`src/rtl/clint_pkg.sv`:
```
// Shared constants for the core-local interruptor: register word indices,
// ctrl/status bit positions and timer reset values.
package clint_pkg;

    typedef enum logic [2:0] {
        REG_MTIME_LO    = 3'd0,
        REG_MTIME_HI    = 3'd1,
        REG_MTIMECMP_LO = 3'd2,
        REG_MTIMECMP_HI = 3'd3,
        REG_CTRL        = 3'd4,
        REG_STATUS      = 3'd5
    } reg_idx_t;

    typedef logic [15:0] presc_t;

    localparam int unsigned CTRL_EN_BIT     = 0;
    localparam int unsigned CTRL_EDGE_BIT   = 1;
    localparam int unsigned STATUS_PEND_BIT = 0;

    localparam logic [63:0] MTIME_RST    = '0;
    localparam logic [63:0] MTIMECMP_RST = '1;

endpackage

```
`src/rtl/irq_sync.sv`:
```
// Two-flop synchronizer for an asynchronous interrupt line plus a rising-edge
// detector that always follows the synchronized level.
module irq_sync (
    input  logic clk,
    input  logic rst,
    input  logic async_in,
    output logic level,
    output logic rise
);

    logic meta;
    logic sync;
    logic prev;

    always_ff @(posedge clk or negedge rst) begin
        if (!rst) begin
            meta <= 1'b0;
            sync <= 1'b0;
            prev <= 1'b0;
        end else begin
            meta <= async_in;
            sync <= meta;
            prev <= sync;
        end
    end

    assign level = sync;
    assign rise  = sync & ~prev;

endmodule

```
`src/rtl/clint.sv`:
```
// Core-local interruptor: prescaled 64-bit mtime/mtimecmp timer interrupt and
// a synchronized external interrupt with level/edge modes, on a simple bus.
module clint
    import clint_pkg::*;
#(
    parameter int unsigned PRESCALE = 1
) (
    input  logic        clk,
    input  logic        rst,
    input  logic        ext_irq_in,
    input  logic        ext_ack,
    input  logic        req_valid,
    input  logic        req_we,
    input  logic [4:0]  req_addr,
    input  logic [31:0] req_wdata,
    output logic        rsp_valid,
    output logic [31:0] rsp_rdata,
    output logic        ei,
    output logic        ti
);

    localparam presc_t PRESCALE_MAX = presc_t'(PRESCALE - 1);

    logic [2:0]  idx;
    logic        wr_en;
    logic        rd_en;
    logic        addr_unused;
    logic [63:0] mtime;
    logic [63:0] mtimecmp;
    logic [63:0] mtime_inc;
    logic [31:0] mtime_lo_next;
    logic [31:0] mtime_hi_next;
    presc_t      presc;
    logic        tick;
    logic [1:0]  ctrl;
    logic        en;
    logic        edge_mode;
    logic        pending;
    logic        pend_next;
    logic        pend_clr;
    logic        ext_level;
    logic        ext_rise;
    logic [31:0] rd_data;

    assign idx         = req_addr[4:2];
    assign addr_unused = &req_addr[1:0];
    assign wr_en       = req_valid & req_we;
    assign rd_en       = req_valid & ~req_we;
    assign en          = ctrl[CTRL_EN_BIT];
    assign edge_mode   = ctrl[CTRL_EDGE_BIT];
    assign tick        = en && (presc == PRESCALE_MAX);

    irq_sync u_ext_sync (
        .clk      (clk),
        .rst      (rst),
        .async_in (ext_irq_in),
        .level    (ext_level),
        .rise     (ext_rise)
    );

    // A written half overrides the incremented value; the unwritten half keeps
    // its increment, so a carry out of lo survives a lo write but not a hi write.
    always_comb begin
        mtime_inc     = mtime + 64'(tick);
        mtime_lo_next = (wr_en && idx == REG_MTIME_LO) ? req_wdata : mtime_inc[31:0];
        mtime_hi_next = (wr_en && idx == REG_MTIME_HI) ? req_wdata : mtime_inc[63:32];
    end

    always_comb begin
        pend_clr = ext_ack | (wr_en && idx == REG_STATUS && req_wdata[STATUS_PEND_BIT]);
        if (!edge_mode) begin
            pend_next = ext_level;
        end else if (ext_rise) begin
            pend_next = 1'b1;
        end else if (pend_clr) begin
            pend_next = 1'b0;
        end else begin
            pend_next = pending;
        end
    end

    always_comb begin
        rd_data = '0;
        case (idx)
            REG_MTIME_LO:    rd_data = mtime[31:0];
            REG_MTIME_HI:    rd_data = mtime[63:32];
            REG_MTIMECMP_LO: rd_data = mtimecmp[31:0];
            REG_MTIMECMP_HI: rd_data = mtimecmp[63:32];
            REG_CTRL:        rd_data = {30'd0, ctrl};
            REG_STATUS:      rd_data = {31'd0, pending};
            default:         rd_data = '0;
        endcase
    end

    always_ff @(posedge clk or negedge rst) begin
        if (!rst) begin
            presc     <= '0;
            mtime     <= MTIME_RST;
            mtimecmp  <= MTIMECMP_RST;
            ctrl      <= '0;
            pending   <= 1'b0;
            ti        <= 1'b0;
            rsp_valid <= 1'b0;
            rsp_rdata <= '0;
        end else begin
            if (en) begin
                presc <= tick ? '0 : presc + presc_t'(1);
            end
            mtime <= {mtime_hi_next, mtime_lo_next};
            if (wr_en && idx == REG_MTIMECMP_LO) begin
                mtimecmp[31:0] <= req_wdata;
            end
            if (wr_en && idx == REG_MTIMECMP_HI) begin
                mtimecmp[63:32] <= req_wdata;
            end
            if (wr_en && idx == REG_CTRL) begin
                ctrl <= req_wdata[1:0];
            end
            pending   <= pend_next;
            ti        <= (mtime >= mtimecmp);
            rsp_valid <= req_valid;
            rsp_rdata <= rd_en ? rd_data : '0;
        end
    end

    assign ei = edge_mode ? pending : ext_level;

endmodule

```
`config.mk`:
```
export PLATFORM = sky130hd
export DESIGN_NAME = clint
export DESIGN_NICKNAME = d
export VERILOG_FILES = /design/src/rtl/clint_pkg.sv /design/src/rtl/irq_sync.sv /design/src/rtl/clint.sv
export SDC_FILE = /design/constraint.sdc
export NUM_CORES = 1
export LEC_CHECK = 0
export CORE_MARGIN = 3
export CORE_UTILIZATION = 30
export CTS_BUF_LIST = sky130_fd_sc_hd__clkbuf_4
export CTS_CLUSTER_DIAMETER = 40
export DETAILED_ROUTE_END_ITERATION = 7
export DONT_BUFFER_PORTS = 1
export PLACE_DENSITY = 0.45
export SLEW_MARGIN = 30
export SYNTH_ARGS = -nofsm -noshare
export SYNTH_HDL_FRONTEND = slang
export SYNTH_SLANG_ARGS = --single-unit
```
`constraint.sdc`:
```
create_clock -name clk -period 4.4 [get_ports clk]
set_clock_uncertainty 0.15 [all_clocks]
set_input_delay 0.88 -clock clk [delete_from_list [all_inputs] [get_ports clk]]
set_output_delay 0.88 -clock clk [all_outputs]
set_load 0.005 [all_outputs]
```
==> results by group, run 1 <==
Timing
  • Hold Fails Final Rpt: 120
  • Worst-margin pin slew: 0.940 ns
  • RSZ-0062 raised after global routing: no
  • Period utilisation layout: 83.8%
  • Fmax: 271 MHz
  • Final slew viol count: 0
  • Final worst slack: 0.715 ns
  • Fin Setup TNS: 0 ns
  • Setup violations, final: 0
  • Worst slew margin: 37.1%
  • Hold_ws: -0.194 ns
  • Period minus WS final: 3.69 ns

Placement
  • Placed insts: 1,503
  • Port Buffers: 0
  • Final HPWL DP: 20,100 um
  • Final GP Congestion: 0.786
  • Worst slack at placement: roughly 0.73 ns
  • Dpl cell area: 10,700 um^2

Drt
  • Drt wl/cell: 18.9 um
  • Post-route ant nets: 0
  • Drt drc: 0
  • Total Wirelength: about 29,000 um
  • Via count: 7,731
  • Vias per cell: 5.03
  • 1st-pass router iterations: 6
  • Initial drt markers: 489

Status
  • Failing checks: hold timing
  • Status: complete, but fails checks

Power and ir drop
  • Worst-case vdd ir drop: 0.177 mV
  • Power Dens Cells: 443 nW/um^2
  • Leak: 0.00430 uW

Final layout
  • Area growth, synth to finish: 7.27%
  • Non-filler cells, final: 1,536
  • Fill count: roughly 3,400
  • Layout cells sized above 1: 12.5%
  • Multi-input combinational cell area: 5020 um^2
  • Nets@finish: 1,192
  • Fin area: 10,900 um^2
  • Register area: 4680 um^2
  • Fin util: 33.1%

Critical path
  • RR Endpoint: mtime[48]
  • Crit path max-delay family: simple AND/OR/NAND/NOR gates
  • Startpoint types: register
  • Crit path buf inv count: 1
  • Flop-to-flop setup slack: 0.71 ns
  • Worst path slowest cell: nor4_4
  • Element type at the critical path end: register
  • R2R cell count: 11
  • Crit Path Max Fanout: 7
  • CP most frequent cell: ha_1
  • Critical path class: reg2reg
  • Crit path required time: 4.74 ns
  • FF-to-FF Start: presc[13]
  • Crit. Startpoint: presc[13]
  • CP Cell Sequence: nor4_1, nand4_1, nor2_1, ha_1, ha_1, inv_1, nor4_4, nand3_1, nor4_2, xnor2_1, o21ai_1
  • Largest stage delay, worst path: 0.48 ns
  • Crit path arrival time: between 4 and 5 ns

Floorplanning
  • Core Region: 32,900 um^2
  • Initial cell density of the core: 30.9%
  • Total die area: 36,200 um^2
  • Num rows: between 60 and 70
  • Die Wd: 190 um
  • Die H: ~190 um
  • Ports: between 70 and 80

Clock network
  • Post CTS Setup Buffer Count: 0
  • CTS Buffer Depth: 2
  • CTS HTree Levels: 4
  • Reg clk slew, reported paths: 0.15 ns
  • Post-CTS Resized: 0
  • Clk sinks: 184
  • CTS root buf: clkbuf_4
  • Clock Latency Late Sink: 0.61 ns
  • CTS tree: built
  • CTS buffer count: 17

Yosys
  • Synth warn: 0
  • Yosys reg bits: 184
  • Post-Synthesis Cells: roughly 1,100
  • Syn nets: 1,210
  • Number of synthesized flops with an enable pin: 0
  • Ys async rst share: 100%
  • Mapped Avg Cell Area: 9.27 um^2
  • Synthesized area: 10,200 um^2
  • Post-synthesis sequential area ratio: 46.0%
  • Distinct cell type count of the synthesized netlist: roughly 50
  • Synth Flop Type: dfrtp_1

Global route
  • Largest net degree at the start of global routing: between 150 and 200
  • First-pass GRT wire length: 46,700 um
  • Vias in the first global route: 7,923
  • Initial antenna violation count: 1
  • Total congestion overflow: 0
  • GRT Total Usage: approximately 17%

Min path
  • Hold WC Path Type: in2async

Flow run
  • Max Cap Violations: 0
==> through the flow <==
stage | total power, uW | hold WS [ns]
global placement | 3930 | 0.187
finish | 4830 | -0.194
CTS | 4910 | -0.268
global route | 5260 | -0.291
detailed placement | 3960 | 0.188
floorplan | 3520 | 0.181
==> area by class of cell <==
cell class | count | area share (%)
Sequential cell | 184 | 42.9
Clock inverter | 13 | 0.974
Timing Repair Buffer | 13 | 1.01
Antenna cell | 1 | 0.0229
Tap cell | 442 | 5.07
Clock buffer | 19 | 1.31
Multi-Input combinational cell | 785 | 46.0
Inverter | 79 | 2.72
==> report_power, final <==
group | total, uW | switching (uW) | internal (uW)
logic | 1350 | 756 | 594
clock network | 910 | 623 | 287
registers | 2570 | 437 | 2140
total | 4830 | 1820 | 3020
==> cell usage in the layout, fill, tap and decap left out, types with 19 or more instances in the layout <==
cell type / netlist / routed
nor3_1: 23 / 22
xnor2_1: 56 / 56
a21oi_1: 88 / 88
o21ai_0: 100 / 100
a22oi_1: 62 / 62
dfstp_2: 64 / 64
nand2_1: 150 / 150
nand3_1: 37 / 36
ha_1: 69 / 69
clkbuf_4: 0 / 19
inv_1: 79 / 79
nand4_1: 24 / 24
dfrtp_1: 120 / 120
xor2_1: 20 / 20
nor2_1: 59 / 59
==> cell usage after synthesis (4+ instances only) <==
library cell / count / area, um^2
a22oi_1: 62 / 465
nand2_1: 150 / 563
mux2_2: 5 / 56.3
nor4_1: 11 / 68.8
nor3_1: 23 / 115
clkbuf_1: 47 / 176
nor2_1: 59 / 221
a21oi_1: 88 / 440
dfrtp_1: 120 / 3000
nand4_1: 24 / 150
inv_1: 79 / 297
dfstp_2: 64 / 1680
xnor2_1: 56 / 490
xor2_1: 20 / 175
nor4_4: 5 / 106
and3_1: 13 / 81.3
ha_1: 69 / 863
o21ai_1: 5 / 25.0
nand3_1: 37 / 185
and4_1: 7 / 61.3
o21ai_0: 100 / 500
nand2b_1: 4 / 25.0
==> cells by family (layout without fill, tap and decap cells) <==
kind of cell	after synthesis	count (layout)	share of synthesized area, %
AO/OA/AOI/OAI	277	277	15.8
AND/OR/NAND/NOR	357	357	17.7
multiplexers	6	6	0.652
other	0	1	0
XOR/XNOR	76	76	6.54
buffers and inverters	129	124	4.84
adder cells (fa/ha/maj)	69	69	8.49
flip-flops	184	184	46.0
==> worst max-delay path by stage <==
stage / depth (start not counted) / slack, ns / end
after floorplan: 12 / 1.46 / mtime[62]
after global placement: 11 / 0.70 / mtime[42]
after detailed placement: 11 / 0.73 / mtime[42]
after CTS: 11 / 0.70 / mtime[42]
after global routing: 11 / 0.30 / mtime[42]
final: 11 / 0.71 / mtime[48]
==> state kept, by name (all words and copies together) (netlist names) <==
| register | count |
|---|---|
| ctrl | 2 |
| mtime | 64 |
| mtimecmp | 64 |
| pending | 1 |
| presc | 16 |
| rsp_rdata | 32 |
| rsp_valid | 1 |
| ti | 1 |
| u_ext_sync.level | 1 |
| u_ext_sync.meta | 1 |
| u_ext_sync.prev | 1 |
==> metal layers <==
metal	global-route usage, %	vias up	share of wire (%)
li1	-	3806	-
met1	24.2	3775	50
met2	25.8	141	44
met3	3.22	9	5.0
met4	3.22	0	0.65
met5	0	-	0
Note: power is estimated with default switching activity, not from simulation.
==> inputs of run 2 (changes only) <==
Settings changed: ABC_AREA from default to 1, PLACE_DENSITY 0.45 to 0.46.
Clock period 4.4 ns to 3 ns, I/O delays scaled along.
==> run 2 against run 1 <==
Against the previous run: the flow still finishes with violations (hold timing); worst setup slack lost 0.50 ns; combinational power rose by 53%; critical path type unchanged; non-clock buffer count grew 52; final cell count up 31%; flip-flop and latch count is the same; power rose by 49%; design area rose by 16%; critical path depth rose by 5; global-route usage increased by 4.0 points.
==> results by group, run 2 <==
Status
  • Status: complete, but fails checks
  • Failing checks: hold timing

Power and ir drop
  • Power Total: just over 7000 uW
  • Power Dens Cells: 571 nW/um^2
  • Worst-case vdd ir drop: between 0.2 and 0.3 mV
  • Leak: 0.00574 uW

Critical path
  • Largest stage delay, worst path: 0.43 ns
  • FF-to-FF Start: presc[0]
  • Critical path class: reg2reg
  • Crit. Startpoint: presc[0]
  • Crit Path Max Fanout: 4
  • Flop-to-flop setup slack: 0.22 ns
  • CP endpoint: mtime[34]
  • Element type at the critical path end: register
  • Startpoint types: register
  • CP Cell Sequence: inv_1, ha_1, nand3_1, nor2_1, nand2_1, inv_1, ha_1, ha_2, nand3_4, nor2_4, nand2_2, nor2_4, buf_4, nand3_1, xor2_1, o21ai_1
  • Crit path arrival time: 3.27 ns
  • Worst path slowest cell: dfrtp_1
  • R2R cell count: 16
  • RR Endpoint: mtime[34]
  • Crit path required time: 3.48 ns

Global route
  • First-pass GRT wire length: 61,200 um
  • GR Util met1: 28.2%
  • Largest net degree at the start of global routing: around 190
  • Vias in the first global route: 10,206
  • Initial antenna violation count: 2
  • Total congestion overflow: 0
  • GRT Total Usage: 20.6%
  • GR peak layer: met2
  • M3 GR Usage: ~4.2%
  • Met2 usage: 33.8%

Clock network
  • Cts hold-fix bufs: 39
  • CTS Buffer Depth: 2
  • CTS buffer count: 17
  • CTS tree: built
  • Post CTS Setup Buffer Count: 0
  • Reg clk slew, reported paths: 0.20 ns
  • Clock Latency Late Sink: about 0.70 ns
  • CTS root buf: clkbuf_4
  • Clk sinks: 184
  • CTS HTree Levels: 4

Timing
  • RSZ-0062 raised after global routing: yes
  • Period utilisation layout: 92.8%
  • Final slew viol count: 0
  • Hold Fails Final Rpt: 184
  • Period minus WS final: ~2.8 ns
  • Final worst slack: approximately 0.22 ns
  • Worst-margin pin slew: 0.790 ns
  • Worst slew margin: around 47%
  • Hold_ws: -0.578 ns
  • Fmax: 359 MHz
  • Setup violations, final: 0

Drt
  • Drt drc: 0
  • 1st-pass router iterations: 5
  • Total Wirelength: about 40,000 um
  • Vias per cell: roughly 5.0
  • Via count: 10,027
  • Post-route ant nets: 0
  • Initial drt markers: 624
  • Drt wl/cell: 19.6 um

Flow run
  • Max Cap Violations: 0

Min path
  • Hold WC Path Type: in2async

Floorplanning
  • Ports: 78
  • Total die area: just under 40,000 um^2
  • Core Region: 36,800 um^2
  • Die H: ~200 um
  • Num rows: 70
  • Die Wd: 199 um
  • Initial cell density of the core: 30.5%

Yosys
  • Largest area contributor in the netlist: dfrtp_1
  • Commonest cells post-synth: 392 x nand2_1, 210 x inv_1, 147 x nor2_1, 127 x o21ai_0, 120 x dfrtp_1
  • Most frequent cell after synthesis: nand2_1
  • Top-area cell type share of the netlist area: 26.7%
  • Mapped Avg Cell Area: 7.56 um^2
  • Number of synthesized flops with an enable pin: 0
  • Synth warn: 0
  • Distinct cell type count of the synthesized netlist: 40
  • Post-synthesis sequential area ratio: 41.7%
  • Synth Flop Type: dfrtp_1
  • Post-Synthesis Cells: 1,485
  • Yosys reg bits: 184
  • Synthesized area: 11,200 um^2
  • Area contributors post-synth: dfrtp_1 27%, dfstp_2 15%, nand2_1 13%
  • Syn nets: 1,597
  • Ys async rst share: 100%

Placement
  • Port Buffers: 0
  • Final GP Congestion: between 0.9 and 1
  • Dpl cell area: 11,900 um^2
  • Worst slack at placement: roughly 0.22 ns
  • Final HPWL DP: 30,000 um

Final layout
  • Most frequent cells in the layout: 390 x nand2_1, 210 x inv_1, 145 x nor2_1, 127 x o21ai_0, 120 x dfrtp_1
  • Nets@finish: 1,644
  • Most common cell after layout, fill and taps aside: nand2_1
  • Largest regs: mtime (64), mtimecmp (64), rsp_rdata (32)
  • Fin area: 12,600 um^2
  • Layout cells sized above 1: a little over a tenth
  • Area growth, synth to finish: 12.3%
==> run 2: kinds of logic (layout without fill, tap and decap cells) <==
group,after synthesis,after routing,synth area share (%)
AOI/OAI and AO/OA,251,251,12.9
xor gates and xnor gates,38,38,2.96
adders and majority gates,69,69,7.69
buffers and inverters,256,316,8.73
DFF,184,184,41.7
other,0,3,0
and+or+nand+nor,687,687,26.0
==> run 2: final cells by class <==
type	count	area, um^2
multi-input cells	1045	5610
flip-flops and latches	184	4680
clock inverters	15	181
well taps	468	586
clock buffers	17	128
repair buffers	65	586
fillers	4012	24200
inverters	219	822
diodes	3	7.51
==> run 2: worst min path at each step <==
stage          from           end  cells after the start
4_1_cts         rst  rsp_rdata[6]                      0
3_5_place_dp    rst  rsp_rdata[6]                      0
5_1_grt         rst  rsp_rdata[5]                      0
6_report        rst  rsp_rdata[6]                      0
2_1_floorplan   rst       ctrl[0]                      0
3_3_place_gp    rst  rsp_rdata[5]                      0
==> run 2: routing by layer <==
metal | vias up | wire length, um | share of wire (%)
li1 | 4940 | - | -
met1 | 4869 | 18900 | 48
met2 | 189 | 18400 | 47
met3 | 29 | 1820 | 4.6
met4 | 0 | 425 | 1.1
met5 | - | 0 | 0
==> run 2: critical path, delay by kind of cell, from the launching register on <==
| kind | cells | cell delay (ns) |
|---|---|---|
| AOI/OAI and AO/OA | 1 | 0.11 |
| adders and majority gates | 3 | 0.62 |
| DFF | 1 | 0.43 |
| buffers and inverters | 3 | 0.30 |
| xor gates and xnor gates | 1 | 0.17 |
| and+or+nand+nor | 8 | 0.93 |
==> run 2: power breakdown <==
part | internal, uW | switching [uW]
Clock | 466 | 1080
Combinational | 815 | 1250
Sequential | 3050 | 546
Total | 4330 | 2870
==> run 2: repair_timing <==
| item | CTS | global route |
|---|---|---|
| resized for setup | 0 | 7 |
| endpoints found under the setup margin | 0 | 18 |
| hold endpoints to repair | 317 | 184 |
==> run 2: through the flow <==
| stage | setup TNS [ns] | util (%) | cells |
|---|---|---|---|
| 3_5_place_dp | 0 | 32.2 | 1942 |
| 3_3_place_gp | 0 | 32.2 | 1942 |
| 6_report | 0 | 34.3 | 2016 |
| 5_1_grt | -0.00501 | 34.3 | 2016 |
| 2_1_floorplan | 0 | - | 1485 |
| 4_1_cts | 0 | 34.1 | 2013 |
==> inputs of run 3 (changes only) <==
Settings changed: CORE_UTILIZATION 30 to 56, PLACE_DENSITY 0.46 to 0.75.
==> run 3 against run 2 <==
Against the previous run: the flow still finishes with violations (hold timing); final cell count decreased by 11%; routed wire length decreased by 12%; combinational power about the same; critical path depth increased by 1; maximum frequency increased by 0.72%; register-to-register slack improved by 0.02 ns; global-route usage increased by 12 points; sequential power about the same; flip-flop and latch count unchanged; largest cell class unchanged.
==> results by group, run 3 (synthesis gave the netlist of run 2 again) <==
Drt
  • Via count: 10,310
  • Total Wirelength: 34,800 um
  • Post-route ant nets: 0
  • Vias per cell: 5.72
  • Drt drc: 0
  • Initial drt markers: roughly 930
  • Drt wl/cell: 19.3 um
  • 1st-pass router iterations: 5

Status
  • Status: complete, but fails checks
  • Failing checks: hold timing

Final layout
  • Most frequent cells in the layout: 390 x nand2_1, 210 x inv_1, 144 x nor2_1, 127 x o21ai_0, 120 x dfrtp_1
  • Area growth, synth to finish: 9.25%
  • Fill count: 1,776
  • Layout cells sized above 1: 10.4%
  • Nets@finish: 1,635
  • Largest regs: mtime (64), mtimecmp (64), rsp_rdata (32)
  • Fin util: 62.6%
  • Most common cell after layout, fill and taps aside: nand2_1
  • Fin area: 12,300 um^2
  • Non-filler cells, final: approximately 1,800

Power and ir drop
  • Internal power: between 4000 and 5000 uW
  • Clock power share: 21.0%
  • Power Dens Cells: 584 nW/um^2
  • Seq pwr share: 50.1%
  • Leak: 0.00569 uW
  • Worst-case vdd ir drop: roughly 0.37 mV
  • Sw Pwr: 2700 uW
  • Logic pwr share: ~29%
  • Net Sw Frac: 37.7%

Critical path
  • Crit. Startpoint: presc[0]
  • R2R cell count: 17
  • Largest stage delay, worst path: 0.46 ns
  • Startpoint types: register
  • CP Cell Sequence: inv_1, ha_1, nand3_1, nor2_1, nand2_1, inv_1, ha_1, ha_2, nand3_4, nor2_4, nand2_2, buf_4, inv_1, nand3_1, xor2_1, nand2_1, nand2_1
  • Worst path slowest cell: dfrtp_1
  • Crit path arrival time: between 3 and 4 ns
  • Element type at the critical path end: register
  • Crit path required time: 3.34 ns
  • Crit Path Max Fanout: 5
  • FF-to-FF Start: presc[0]
  • Critical path class: reg2reg

Global route
  • GRT Total Usage: 32.3%
  • Vias in the first global route: 9,901
  • Total congestion overflow: 0
  • Largest net degree at the start of global routing: about 190
  • First-pass GRT wire length: about 54,000 um
  • Initial antenna violation count: 1

Timing
  • Fmax: 362 MHz
  • Hold Fails Final Rpt: approximately 180
  • Final slew viol count: 0
  • RSZ-0062 raised after global routing: no
  • Period minus WS final: approximately 2.8 ns
  • Fin Setup TNS: 0 ns
  • Setup violations, final: 0
  • Hold_ws: -0.467 ns
  • Worst slew margin: 50.0%
  • Worst-margin pin slew: between 0.7 and 0.8 ns
  • Period utilisation layout: 92.2%

Clock network
  • Post CTS Setup Buffer Count: 0
  • CTS tree: built
  • Reg clk slew, reported paths: 0.15 ns
  • CTS Buffer Depth: 2
  • CTS HTree Levels: 4
  • Clock Latency Late Sink: 0.60 ns
  • Clk sinks: 184
  • CTS buffer count: 17
  • CTS root buf: clkbuf_4

Placement
  • Placed insts: ~1,700
  • Final HPWL DP: 26,000 um
  • Port Buffers: 0
  • Dpl cell area: about 12,000 um^2
  • Final GP Congestion: around 0.97

Floorplanning
  • Ports: between 70 and 80
  • Num rows: ~50
  • Die Wd: 148 um
  • Total die area: approximately 22,000 um^2
  • Initial cell density of the core: 57.3%
  • Die H: 148 um
  • Core Region: 19,600 um^2

Min path
  • Hold WC Path Type: in2async

Flow run
  • Max Cap Violations: 0
==> run 3: changes by cell type in the layout (fill, tap and decap cells not counted), sizes merged <==
cell	change
clkinv	-2
clkbuf	+3
clkinvlp	+2
inv	-5
buf	-4
diode	-2
bufinv	+2
dlygate4sd3	-5
==> run 3: repair_timing <==
action                                 4_1_cts  5_1_grt
setup endpoints to repair                    0       10
endpoints found under the hold margin      276      186
hold buffers                                33        1
gates resized for setup                      0        7
==> run 3: per-layer routing <==
layer  track usage [%]  wire length, um  vias up  part of all wire, %
li1                  -                -     4909                    -
met1              44.7            15400     4928                   44
met2              50.7            15700      397                   45
met3              6.47             2600       76                  7.5
met4              12.2             1090        0                  3.1
met5                 0                0        -                    0
==> run 3: per-stage QoR <==
step | worst slack (ns) | total power, uW
6_report | 0.235 | 7170
5_1_grt | 0.0289 | 7660
4_1_cts | 0.155 | 7140
3_5_place_dp | 0.218 | 5590
3_3_place_gp | 0.285 | 5490
2_1_floorplan | 0.450 | 4930
==> run 3: worst paths after layout <==
kind                                         end  slack (ns)
max in group asynchronous           mtimecmp[18]        2.81
worst min register to register  u_ext_sync.level        0.23
worst max register to register         mtime[42]        0.23
worst min-delay path                    presc[4]       -0.47
min in group clk                    mtimecmp[50]        0.04
worst max-delay path                   mtime[42]        0.23
==> run 3: final cells by class <==
type	instances	area, um^2	area share, %
multi-input cells	1045	5600	45.7
flip-flops and latches	184	4680	38.2
inverters	219	822	6.70
repair buffers	56	518	4.22
well taps	265	332	2.70
clock inverters	12	151	1.23
clock buffers	20	150	1.22
diodes	1	2.50	0.0204
==> run 3: worst max-delay path, delay by kind of cell, from the launching register on <==
family	cells	cell delay, ns
adders and majority gates	3	0.60
DFF	1	0.46
xor gates and xnor gates	1	0.17
buffers and inverters	4	0.42
and+or+nand+nor	9	0.87
==> run 3: power groups by stage <==
| stage | combinational [uW] | clock (uW) | sequential (uW) |
|---|---|---|---|
| after floorplan | 1490 | 0 | 3440 |
| final | 2070 | 1510 | 3590 |
| after detailed placement | 1980 | 0 | 3610 |
| after global placement | 1890 | 0 | 3600 |
| after global routing | 2370 | 1620 | 3660 |
| after CTS | 2040 | 1530 | 3570 |
